## src/rtl/ahblite_bus_matrix_decoder.sv

```systemverilog
// AHB-Lite address decoder and slave-response multiplexer with a registered
// data-phase select, an internal two-cycle ERROR default slave and fault capture.
module ahblite_bus_matrix_decoder #(
   parameter int                         NUM_SLAVES = 6,
   parameter logic [32*NUM_SLAVES-1:0]   SLV_BASE   = {32'h40010000, 32'h40000000,
                                                       32'h40000010, 32'h40050000,
                                                       32'h20000000, 32'h00000000},
   parameter logic [32*NUM_SLAVES-1:0]   SLV_MASK   = {32'hFFFF0000, 32'hFFFFFFF0,
                                                       32'hFFFFFFF0, 32'hFFFF0000,
                                                       32'hFFFF0000, 32'hFFFF0000},
   parameter logic [NUM_SLAVES-1:0]      SLV_EN     = '1,
   parameter int                         CNT_W      = 8
) (
   input  logic                         HCLK,
   input  logic                         HRESET,
   input  logic [31:0]                  HADDR,
   input  logic [1:0]                   HTRANS,
   output logic                         HREADY,
   output logic [31:0]                  HRDATA,
   output logic                         HRESP,
   output logic [NUM_SLAVES-1:0]        S_HSEL,
   input  logic [NUM_SLAVES-1:0]        S_HREADYOUT,
   input  logic [32*NUM_SLAVES-1:0]     S_HRDATA,
   input  logic [NUM_SLAVES-1:0]        S_HRESP,
   input  logic                         ERR_CLR,
   output logic [CNT_W-1:0]             ERR_COUNT,
   output logic [31:0]                  ERR_ADDR,
   output logic                         ERR_IRQ
);

   localparam int IDX_W = (NUM_SLAVES > 1) ? $clog2(NUM_SLAVES) : 1;

   typedef enum logic [1:0] {SEL_NONE, SEL_SLOT, SEL_DEFAULT} sel_e;
   typedef enum logic [1:0] {DS_IDLE, DS_ERR1, DS_ERR2} ds_e;

   logic [NUM_SLAVES-1:0] hit;
   logic                  anyHit;
   logic [IDX_W-1:0]      winIdx;
   logic                  errEntry;

   sel_e                  selKind_q, selKind_d;
   logic [IDX_W-1:0]      selIdx_q, selIdx_d;
   ds_e                   dsState_q, dsState_d;

   logic [CNT_W-1:0]      errCnt_q, errCnt_d;
   logic [31:0]           errAddr_q, errAddr_d;
   logic                  errIrq_q;

   always_comb begin
      hit = '0;
      for (int i = 0; i < NUM_SLAVES; i++) begin
         hit[i] = SLV_EN[i] && ((HADDR & SLV_MASK[32*i +: 32]) == SLV_BASE[32*i +: 32]);
      end
   end

   // Scan from the top so the lowest-index hit is the last one written and wins.
   always_comb begin
      winIdx = '0;
      S_HSEL = '0;
      for (int i = NUM_SLAVES - 1; i >= 0; i--) begin
         if (hit[i]) begin
            winIdx    = IDX_W'(i);
            S_HSEL    = '0;
            S_HSEL[i] = 1'b1;
         end
      end
   end

   assign anyHit   = |hit;
   assign errEntry = HREADY && !anyHit && HTRANS[1];

   always_comb begin
      selKind_d = selKind_q;
      selIdx_d  = selIdx_q;
      if (HREADY) begin
         if (anyHit) begin
            selKind_d = SEL_SLOT;
            selIdx_d  = winIdx;
         end else if (HTRANS[1]) begin
            selKind_d = SEL_DEFAULT;
         end else begin
            selKind_d = SEL_NONE;
         end
      end
   end

   // ERR2 drives HREADY high, so a new unmapped transfer sampled there re-enters ERR1.
   always_comb begin
      dsState_d = dsState_q;
      case (dsState_q)
         DS_IDLE: if (errEntry) dsState_d = DS_ERR1;
         DS_ERR1: dsState_d = DS_ERR2;
         DS_ERR2: dsState_d = errEntry ? DS_ERR1 : DS_IDLE;
         default: dsState_d = DS_IDLE;
      endcase
   end

   always_comb begin
      HREADY = 1'b1;
      HRDATA = '0;
      HRESP  = 1'b0;
      case (selKind_q)
         SEL_SLOT: begin
            for (int i = 0; i < NUM_SLAVES; i++) begin
               if (selIdx_q == IDX_W'(i)) begin
                  HREADY = S_HREADYOUT[i];
                  HRDATA = S_HRDATA[32*i +: 32];
                  HRESP  = S_HRESP[i];
               end
            end
         end
         SEL_DEFAULT: begin
            HREADY = (dsState_q == DS_ERR2);
            HRESP  = (dsState_q != DS_IDLE);
         end
         default: ;
      endcase
   end

   // A clear that coincides with a new error still records that error.
   always_comb begin
      errCnt_d  = errCnt_q;
      errAddr_d = errAddr_q;
      if (errEntry) begin
         errAddr_d = HADDR;
         if (ERR_CLR) begin
            errCnt_d = CNT_W'(1);
         end else if (errCnt_q != {CNT_W{1'b1}}) begin
            errCnt_d = errCnt_q + CNT_W'(1);
         end
      end else if (ERR_CLR) begin
         errCnt_d  = '0;
         errAddr_d = '0;
      end
   end

   always_ff @(posedge HCLK or posedge HRESET) begin
      if (HRESET) begin
         selKind_q <= SEL_NONE;
         selIdx_q  <= '0;
         dsState_q <= DS_IDLE;
         errCnt_q  <= '0;
         errAddr_q <= '0;
         errIrq_q  <= 1'b0;
      end else begin
         selKind_q <= selKind_d;
         selIdx_q  <= selIdx_d;
         dsState_q <= dsState_d;
         errCnt_q  <= errCnt_d;
         errAddr_q <= errAddr_d;
         errIrq_q  <= errEntry;
      end
   end

   assign ERR_COUNT = errCnt_q;
   assign ERR_ADDR  = errAddr_q;
   assign ERR_IRQ   = errIrq_q;

endmodule

```

## config.mk

```make
export PLATFORM = sky130hd
export DESIGN_NAME = ahblite_bus_matrix_decoder
export DESIGN_NICKNAME = d
export VERILOG_FILES = /design/src/rtl/ahblite_bus_matrix_decoder.sv
export SDC_FILE = /design/constraint.sdc
export NUM_CORES = 1
export LEC_CHECK = 0
export BUFFER_PORTS_ARGS = -buffer_cell sky130_fd_sc_hd__buf_2
export CAP_MARGIN = 20
export CORE_AREA = 2 2 126 128
export CTS_CLUSTER_DIAMETER = 50
export DETAILED_ROUTE_END_ITERATION = 8
export DIE_AREA = 0 0 128 130
export GPL_TIMING_DRIVEN = 0
export PLACE_DENSITY = 0.6
export SLEW_MARGIN = 20
export SYNTH_ARGS = -nofsm -noshare
export SYNTH_HDL_FRONTEND = slang
export SYNTH_SLANG_ARGS = --single-unit
```

## constraint.sdc

```tcl
create_clock -name HCLK -period 2.6 [get_ports HCLK]
set_clock_uncertainty 0.15 [all_clocks]
set_input_delay 0.13 -clock HCLK [delete_from_list [all_inputs] [get_ports HCLK]]
set_output_delay 0.13 -clock HCLK [all_outputs]
set_load 0.005 [all_outputs]
```

==> impl_metrics.env, run 1 <==
export IMPL_dieArea_um2=16600
export IMPL_period_share_pct=96.2
export IMPL_layout_min_cycle_time_ns=2.50
export IMPL_synthCells=430
export IMPL_syn_area_per_cell_um2=8.20
export IMPL_first_global_vias=4769
export IMPL_synthTopCellsByCount="99 x a22oi_1, 48 x dfrtp_1, 39 x nand2_1"
export IMPL_top_layer="met5"
export IMPL_core_region_area_um2=15400
export IMPL_final_layout_size_suffix_gt1_share_pct=47.0
export IMPL_place_area_um2=5390
export IMPL_ys_ff_latch=48
export IMPL_layout_setup_ws_ns=0.0993
export IMPL_dr_pass1_iters=6
export IMPL_ys_types=45
export IMPL_vdd_ir_drop_worst_mv=0.438
export IMPL_crit_chain="buf_2, and3b_1, buf_2, a21o_1, a21bo_1, nor3_4, buf_6, nand3_1, mux2_1"
export IMPL_syn_area_um2=3530
export IMPL_place_gp_congestion=0.881
export IMPL_num_vias=5089
export IMPL_pre_cts_slack_ns=-0.0906
export IMPL_async_reset_ff_share_pct=100
export IMPL_rsz0062_at_grt="true"
export IMPL_htreeDepth=2
export IMPL_drtIter0Drc=332
export IMPL_io_pins=322
export IMPL_hp_class="in2reg"
export IMPL_fmax_mhz=400
export IMPL_drv_slew=0
export IMPL_worst_pin_slew_ns=0.658
export IMPL_drc=0
export IMPL_grt_max_degree=29
export IMPL_grt_pass1_wl_mm=26.0
export IMPL_cpMostUsedCell="buf_2"
export IMPL_arrival_ns=2.52
export IMPL_synthTopCellsByArea="dfrtp_1 34%, a22oi_1 21%, a31oi_1 6.4%"
export IMPL_synthFlopType="dfrtp_1"
export IMPL_static_leakage_power_nw=2.95
export IMPL_dieHeight_um=130
export IMPL_wl_mm=18.2
export IMPL_finalHoldViolCount=0
export IMPL_path_max_fanout=10
export IMPL_wl_met3_mm=1.46
export IMPL_design_area_um2=6000
export IMPL_yosysSeqAreaShare_pct=34.1
export IMPL_slowest_stage="dfrtp_1"
export IMPL_final_core_util_pct=38.9
export IMPL_fp_dieW_um=128
export IMPL_post_drt_wl_per_cell_um=18.3
export IMPL_clk_pin_slew_ns=0.06
export IMPL_avgViaCountPerCell=5.12
export IMPL_place_hpwl_mm=14.5
export IMPL_setup_viol=0
export IMPL_synth_most_common_cell="a22oi_1"
export IMPL_rows=46
export IMPL_ant_nets=0
export IMPL_syn_num_nets=674
export IMPL_clockBufferDepth=2
export IMPL_grt_overflow=0
export IMPL_cts_root_buffer="clkbuf_16"
export IMPL_worstSetupStartpointType="register"
export IMPL_grt_total_usage_pct=20.1
export IMPL_antenna_found_initial=5
export IMPL_worstSetupPathType="reg2reg"
export IMPL_synth_top_cell_by_area="dfrtp_1"
export IMPL_path_delay_family="buffers and inverters"
export IMPL_port_buffers=320
export IMPL_clock_sinks=48
export IMPL_status="finished, final reports clean"
export IMPL_worstSetupEndpointType="register"
export IMPL_cellPowerDensity_nw_per_um2=448
export IMPL_cts_buffers=5
export IMPL_fin_nets=1042
export IMPL_synth_edf_count=0
export IMPL_worst_ep_required_time_ns=2.62
export IMPL_slew_headroom_pct=55.6
export IMPL_clkLatencyLatePin_ns=0.29
export IMPL_yosys_warnings=0
export IMPL_setup_tns_final_ns=0
export IMPL_dr_wl_met2_mm=9.03
export IMPL_synthToLayoutAreaGrowth_pct=70.2
export IMPL_synth_top_area_share_pct=34.1
export IMPL_max_stage_delay_ns=0.38
export IMPL_start_util_pct=22.9
export IMPL_worst_path_buf_inv=3
export IMPL_cts_tree="built"
export IMPL_max_cap_violations=0
export IMPL_wl_met1_mm=7.12
==> area by class of cell <==
type | instances | area (um^2)
Sequential cell | 48 | 1200
Clock inverter | 1 | 8.76
Timing Repair Buffer | 361 | 2000
Fill cell | 1645 | 9420
Buffer | 37 | 195
Clock buffer | 6 | 139
Inverter | 9 | 33.8
Multi-Input combinational cell | 336 | 2180
Antenna cell | 3 | 7.51
Tap cell | 192 | 240
==> cell usage in the layout, fill, tap and decap left out, types with 3 or more instances in the layout <==
master / n
o21ai_0: 37
clkbuf_4: 3
ha_1: 3
nand2_1: 39
clkbuf_16: 5
nor2b_1: 5
a31oi_1: 36
nor3_1: 6
and3_1: 7
diode_2: 3
nor3b_4: 3
clkbuf_2: 18
dfrtp_1: 48
nand2b_1: 35
a21oi_1: 5
clkbuf_1: 9
inv_1: 8
a22oi_1: 99
buf_4: 11
nor2_1: 13
buf_2: 323
nand4_1: 3
nand3_1: 8
dlygate4sd3_1: 32
nor4_1: 8
==> flip-flops by register name (all words and copies together), names as in the netlist <==
register and cells:
selKind_q 2, ERR_ADDR 32, ERR_IRQ 1, selIdx_q 3
dsState_q 2, ERR_COUNT 8
==> metal layers <==
layer,vias up,GRT usage (%)
li1,2409,-
met1,2369,24.5
met2,264,34.7
met3,41,4.80
met4,6,7.50
met5,-,0
==> metrics by stage <==
step / total power, mW / hold WS, ns / instances
after floorplan: 1.44 / 0.0968 / 430
after global placement: 1.97 / 0.183 / 942
after detailed placement: 1.98 / 0.0289 / 943
after CTS: 2.68 / 0.0289 / 982
after global routing: 2.88 / 0.0316 / 992
final: 2.69 / 0.0372 / 993
==> worst min-delay path: stages <==
cell and delay [ns]:
buf_2 0.15, nand2_1 0.08, o21ai_0 0.07
==> cell families after synthesis <==
group	Yosys count	share of synthesized area, %
fa+ha+maj	3	1.06
flops	48	34.1
mux	3	0.958
compound gates	193	37.5
buf+inv	46	5.57
simple gates	137	20.9
==> final timing paths <==
path	start	endpoint	slack, ns	cells after the start
hold reg to reg	dsState_q[1]	dsState_q[1]	0.29	1
setup reg to reg	selIdx_q[0]	ERR_COUNT[4]	0.1	9
max in group asynchronous	HRESET	selIdx_q[2]	1.54	4
hold / removal	HADDR[18]	ERR_ADDR[18]	0.04	3
min in group asynchronous	HRESET	ERR_COUNT[0]	0.25	3
setup / recovery	selIdx_q[0]	ERR_COUNT[4]	0.1	9
==> what timing repair did <==
item | in CTS | in global routing
hold buffers | 32 | 0
hold endpoints to repair | 51 | 0
cloned | 0 | 1
buffers inserted | 0 | 7
resized for setup | 11 | 36
endpoints found under the setup margin | 51 | 68
pin swaps | 0 | 2
==> power breakdown <==
| part | switching [mW] | leakage [nW] | total [mW] | internal [mW] |
|---|---|---|---|---|
| Sequential | 0.112 | 0.639 | 1.04 | 0.931 |
| Combinational | 0.513 | 2.24 | 0.989 | 0.476 |
| Clock | 0.279 | 0.0729 | 0.659 | 0.379 |
Power figures use the tool's default switching activity.
==> run 2: changes to the inputs <==
ABC_AREA = 1   (was not set)
CORE_AREA = not set   (was 2 2 126 128)
CORE_UTILIZATION = 25   (was not set)
DIE_AREA = not set   (was 0 0 128 130)
PLACE_DENSITY = 0.62   (was 0.6)
==> run 2 against run 1 <==
Effect of this change:
- final area up 3.6%
- cell count grew 15%
- clock power shrank 6.8%
- core utilization rose by 2.1 points
- largest cell class is now multi-input gates
- die area down 4.2%
- global-route usage increased by 2.1 points
- critical endpoint is now HRDATA[25]
- critical path depth is 1 higher
==> impl_metrics.env, run 2 <==
export IMPL_grt_overflow=0
export IMPL_synthTopCellsByCount="133 x nand2_1, 78 x nand3_1, 67 x a21oi_1"
export IMPL_clkLatencyLatePin_ns=0.28
export IMPL_post_drt_wl_per_cell_um=16.2
export IMPL_place_gp_congestion=0.865
export IMPL_r2r_cells=9
export IMPL_fmax_mhz=394
export IMPL_largest_reg_flops=32
export IMPL_synth_most_common_cell="nand2_1"
export IMPL_start_util_pct=25.5
export IMPL_r2r_end="ERR_ADDR[16]"
export IMPL_dieHeight_um=126
export IMPL_vdd_ir_drop_worst_mv=0.307
export IMPL_synth_edf_count=0
export IMPL_worstSetupEndpointType="output port"
export IMPL_place_area_um2=5710
export IMPL_synthFlopType="dfrtp_1"
export IMPL_avgViaCountPerCell=4.91
export IMPL_power_mw=2.54
export IMPL_path_max_fanout=10
export IMPL_cts_tree="built"
export IMPL_drtIter0Drc=437
export IMPL_clockBufferDepth=2
export IMPL_worst_r2r_startpoint="selIdx_q[1]"
export IMPL_max_cap_violations=0
export IMPL_final_common_cell="buf_2"
export IMPL_dieArea_um2=15900
export IMPL_io_pins=322
export IMPL_yosys_warnings=0
export IMPL_clk_pin_slew_ns=0.06
export IMPL_fp_dieW_um=126
export IMPL_grt_max_degree=33
export IMPL_dr_pass1_iters=7
export IMPL_synthCells=594
export IMPL_mostFrequentLayoutCells="322 x buf_2, 133 x nand2_1, 77 x nand3_1"
export IMPL_worst_pin_slew_ns=0.616
export IMPL_synthTopCellsByArea="dfrtp_1 31%, nand2_1 13%, nand3_1 10%"
export IMPL_pre_cts_slack_ns=0.156
export IMPL_yosysSeqAreaShare_pct=31.1
export IMPL_wl_mm=18.6
export IMPL_post_cts_buffers=0
export IMPL_antenna_found_initial=3
export IMPL_design_area_um2=6220
export IMPL_ys_types=32
export IMPL_slew_headroom_pct=59.0
export IMPL_hp_class="in2reg"
export IMPL_hold_end="ERR_ADDR[31]"
export IMPL_static_leakage_power_nw=3.33
export IMPL_setup_viol=0
export IMPL_ys_ff_latch=48
export IMPL_crit_chain="inv_2, clkbuf_4, nand3_1, inv_2, clkbuf_4, nand2_1, nand2_1, a221oi_1, a21oi_1, buf_2"
export IMPL_drc=0
export IMPL_syn_num_nets=838
export IMPL_finalHoldViolCount=0
export IMPL_syn_area_um2=3860
export IMPL_max_stage_delay_ns=0.44
export IMPL_num_vias=5620
export IMPL_port_buffers=319
export IMPL_worstSetupStartpointType="register"
export IMPL_first_global_vias=5170
export IMPL_status="finished, final reports clean"
export IMPL_reg2reg_slack_ns=0.41
export IMPL_worst_ep_required_time_ns=2.32
export IMPL_fin_nets=1197
export IMPL_grt_pass1_wl_mm=27.7
export IMPL_slowest_stage="dfrtp_1"
export IMPL_cts_root_buffer="clkbuf_16"
export IMPL_clock_sinks=48
export IMPL_cts_buffers=5
export IMPL_cellPowerDensity_nw_per_um2=408
export IMPL_async_reset_ff_share_pct=100
export IMPL_synth_top_area_share_pct=31.1
export IMPL_arrival_ns=2.26
export IMPL_htreeDepth=2
export IMPL_worstSetupPathType="reg2out"
export IMPL_layout_setup_ws_ns=0.0607
export IMPL_syn_area_per_cell_um2=6.50
export IMPL_rows=45
export IMPL_drv_slew=0
export IMPL_holdPathStages=3
export IMPL_layout_min_cycle_time_ns=2.54
export IMPL_grt_total_usage_pct=22.2
export IMPL_place_hpwl_mm=15.2
export IMPL_synth_top_cell_by_area="dfrtp_1"
export IMPL_final_layout_size_suffix_gt1_share_pct=38.7
export IMPL_period_share_pct=97.7
export IMPL_synthToLayoutAreaGrowth_pct=61.2
export IMPL_core_region_area_um2=15100
export IMPL_ant_nets=0
export IMPL_min_from="HADDR[31]"
[run 2: changes by cell type in the layout (fill, tap and decap cells not counted), moves of 30 or more]
cell,delta
a21oi_1,+61
a221oi_1,+30
a22oi_1,-99
a31oi_1,-36
inv_1,+34
nand2_1,+94
nand2b_1,-35
nand3_1,+69
o21ai_1,+32
[run 2: area by class of cell]
| class | instances | area, um^2 |
|---|---|---|
| Buffer | 39 | 206 |
| Fill cell | 1650 | 8920 |
| Tap cell | 188 | 235 |
| Inverter | 58 | 218 |
| Multi-Input combinational cell | 449 | 2280 |
| Clock buffer | 6 | 129 |
| Clock inverter | 1 | 5.00 |
| Sequential cell | 48 | 1200 |
| Timing Repair Buffer | 352 | 1940 |
| Antenna cell | 3 | 7.51 |
[run 2: kinds of logic (layout without fill, tap and decap cells)]
kind of cell	after synthesis	after routing	share of synthesized area, %
and+or+nand+nor	267	267	30.1
AOI/OAI and AO/OA	174	174	26.2
buffers and inverters	97	456	10.5
DFF	48	48	31.1
xor gates and xnor gates	5	5	1.13
adders and majority gates	3	3	0.973
other	0	3	0
[run 2: through the flow]
stage,hold WS [ns],std cells,utilization (%),setup TNS [ns]
3_3_place_gp,0.184,1101,37.6,0
5_1_grt,0.0226,1144,41.1,-0.0109
2_1_floorplan,0.0968,594,-,0
6_report,0.00599,1144,41.1,0
4_1_cts,0.00503,1141,40.7,-0.0566
3_5_place_dp,-0.0135,1102,37.7,0
[run 2: where the power goes]
part	switching, mW	total (mW)	internal (mW)
clock network	0.264	0.614	0.350
registers	0.104	1.02	0.915
logic	0.470	0.908	0.438
total	0.838	2.54	1.70
[run 2: critical path, delay by kind of cell (launching register included)]
family          cells  cell delay (ns)
compound gates      2             0.56
simple gates        3             0.26
buf+inv             5             0.72
flops               1             0.44
[run 2: worst max path at each step]
| stage | start | endpoint | slack, ns |
|---|---|---|---|
| after floorplan | selIdx_q[1] | ERR_ADDR[16] | 0.79 |
| after detailed placement | selIdx_q[2] | HRDATA[7] | 0.16 |
| after CTS | selIdx_q[1] | HRDATA[7] | -0.04 |
| final | selIdx_q[2] | HRDATA[25] | 0.06 |
| after global routing | selIdx_q[1] | HRDATA[28] | -0.006 |
| after global placement | selIdx_q[2] | HRDATA[7] | 0.17 |
[run 2: repair_timing]
action                                  in CTS  in global routing
endpoints found under the setup margin      14                 30
hold buffers                                32                  0
endpoints found under the hold margin       47                  0
gates resized for setup                      5                 25
[run 2: metal layers]
metal / wire length, um / vias up / track usage (%)
li1: - / 2771 / -
met1: 7580 / 2562 / 27.7
met2: 9140 / 256 / 39.1
met3: 1330 / 31 / 3.23
met4: 527 / 0 / 7.16
met5: 0 / - / 0
==> run 3: changes to the inputs <==
CORE_AREA = 2 2 124 126   (was not set)
CORE_UTILIZATION = not set   (was 25)
DIE_AREA = 0 0 126 128   (was not set)
PLACE_DENSITY = 0.64   (was 0.62)
==> run 3 against run 2 <==
Effect of this change:
- die area is 1.2% higher
- largest power group unchanged
- power up 2.2%
- routed wire length grew 4.2%
- worst hold slack improved by 0.14 ns
- maximum frequency rose by 2.1%
- critical endpoint is now HRDATA[2]
- cell count grew 0.35%
- sequential share of layout area shrank 0.17 points
==> impl_metrics.env, run 3 (same netlist as run 2, synthesis figures left out) <==
export IMPL_fmax_mhz=402
export IMPL_largest_reg_flops=32
export IMPL_cellPowerDensity_nw_per_um2=414
export IMPL_swShare_pct=33.1
export IMPL_grt_max_degree=31
export IMPL_max_cap_violations=0
export IMPL_dieArea_um2=16100
export IMPL_post_drt_wl_per_cell_um=16.9
export IMPL_setup_viol=0
export IMPL_power_mw=2.60
export IMPL_status="finished, final reports clean"
export IMPL_antenna_found_initial=7
export IMPL_wl_mm=19.3
export IMPL_static_leakage_power_nw=3.37
export IMPL_grt_overflow=0
export IMPL_crit_chain="inv_2, clkbuf_4, nand3_1, inv_2, clkbuf_4, nand2_1, nand2_1, a221oi_1, a21oi_1, buf_2"
export IMPL_hold_slack_ns=0.146
export IMPL_mostFrequentLayoutCells="323 x buf_2, 133 x nand2_1, 77 x nand3_1"
export IMPL_hp_class="in2reg"
export IMPL_final_layout_size_suffix_gt1_share_pct=39.5
export IMPL_start_util_pct=26.0
export IMPL_setup_tns_final_ns=0
export IMPL_place_hpwl_mm=15.7
export IMPL_internal_power_mw=1.74
export IMPL_comb_power_share_pct=35.4
export IMPL_worst_pin_slew_ns=0.553
export IMPL_worst_ep_required_time_ns=2.32
export IMPL_ant_nets=0
export IMPL_dieHeight_um=128
export IMPL_grt_total_usage_pct=22.2
export IMPL_period_share_pct=95.7
export IMPL_grt_pass1_wl_mm=28.2
export IMPL_first_global_vias=5199
export IMPL_path_max_fanout=10
export IMPL_max_stage_delay_ns=0.43
export IMPL_fp_dieW_um=126
export IMPL_final_common_cell="buf_2"
export IMPL_worstSetupEndpointType="output port"
export IMPL_drc=0
export IMPL_port_buffers=319
export IMPL_cts_buffers=5
export IMPL_slew_headroom_pct=63.1
export IMPL_place_gp_congestion=0.890
export IMPL_arrival_ns=2.21
export IMPL_synthToLayoutAreaGrowth_pct=62.7
export IMPL_worst_path_buf_inv=5
export IMPL_core_region_area_um2=14900
export IMPL_path_delay_family="buffers and inverters"
export IMPL_drv_slew=0
export IMPL_p_sw_mw=0.859
export IMPL_finalHoldViolCount=0
export IMPL_slowest_stage="dfrtp_1"
export IMPL_drtIter0Drc=302
export IMPL_dp_cells=1102
export IMPL_fin_nets=1198
export IMPL_power_frac_seq_pct=39.2
export IMPL_worstSetupStartpointType="register"
export IMPL_clk_pin_slew_ns=0.06
export IMPL_post_cts_buffers=0
export IMPL_clock_sinks=48
export IMPL_final_cells=1148
export IMPL_clockBufferDepth=2
export IMPL_clkLatencyLatePin_ns=0.28
export IMPL_clockPowerShare_pct=25.3
export IMPL_io_pins=322
export IMPL_avgViaCountPerCell=4.94
export IMPL_cts_tree="built"
export IMPL_htreeDepth=2
export IMPL_cts_root_buffer="clkbuf_16"
export IMPL_dr_pass1_iters=5
export IMPL_layout_min_cycle_time_ns=2.49
export IMPL_num_vias=5671
export IMPL_rows=45
export IMPL_worstSetupPathType="reg2out"
export IMPL_final_core_util_pct=42.2
export IMPL_vdd_ir_drop_worst_mv=0.284
[run 3: cell types whose count changed in the layout (fill, tap and decap cells not counted), sizes merged]
cell         delta
buf             -2
clkbuf          +3
clkinv          -1
clkinvlp        +1
diode           +2
dlygate4sd3     +1
[run 3: cell type report]
cell class                      instances  area (um^2)
Antenna cell                            5         12.5
Buffer                                 39          210
Multi-Input combinational cell        449         2300
Sequential cell                        48         1200
Timing Repair Buffer                  353         1950
Fill cell                            1623         8590
Tap cell                              188          235
Inverter                               58          218
Clock inverter                          1         7.51
Clock buffer                            7          143
[run 3: path summary, 6_finish.rpt]
kind	end	from	cells after the start	slack, ns
hold / removal	ERR_COUNT[1]	HTRANS[1]	5	0.15
max in group asynchronous	ERR_ADDR[21]	HRESET	4	1.54
min in group asynchronous	dsState_q[0]	HRESET	3	0.24
hold reg to reg	dsState_q[1]	dsState_q[1]	1	0.30
setup reg to reg	ERR_ADDR[25]	selIdx_q[2]	12	0.39
setup / recovery	HRDATA[2]	selIdx_q[2]	10	0.11
[run 3: worst register-to-register path, stage by stage (launching register included)]
cell	delay [ns]
dfrtp_1	0.43
inv_2	0.10
clkbuf_4	0.21
nand3_1	0.15
o21ai_1	0.15
nor2_1	0.05
nand4_1	0.08
nand2_2	0.13
nand2_2	0.11
buf_6	0.16
buf_6	0.15
nand3_1	0.09
o21ai_1	0.15
[run 3: what timing repair did]
action                     4_1_cts  5_1_grt
setup endpoints to repair       21       25
pin swaps                        0        0
hold buffers                    33        0
cloned                           0        0
hold endpoints to repair        50        0
gates resized for setup         12       23
[run 3: metal layers]
metal  part of all wire, %  routed length, um  vias to the layer above  global-route usage, %
li1                      -                  -                     2786                      -
met1                    40               7770                     2584                   28.1
met2                    50               9590                      265                   38.2
met3                   7.8               1500                       32                   4.47
met4                   2.3                454                        4                   6.72
met5                  0.14                 28                        -                      0
[run 3: power groups by stage]
| stage | sequential (mW) | combinational [mW] | clock, mW |
|---|---|---|---|
| 6_report | 1.02 | 0.920 | 0.657 |
| 2_1_floorplan | 1.03 | 0.384 | 0 |
| 5_1_grt | 1.04 | 1.02 | 0.708 |
| 4_1_cts | 1.02 | 0.925 | 0.672 |
| 3_5_place_dp | 1.03 | 0.882 | 0 |
| 3_3_place_gp | 1.03 | 0.865 | 0 |
[run 3: stage by stage]
step	setup WS, ns	area [um^2]
6_report	0.112	6280
5_1_grt	-0.00287	6270
4_1_cts	0.00481	6220
3_5_place_dp	0.106	5710
3_3_place_gp	0.105	5690
2_1_floorplan	0.788	3860
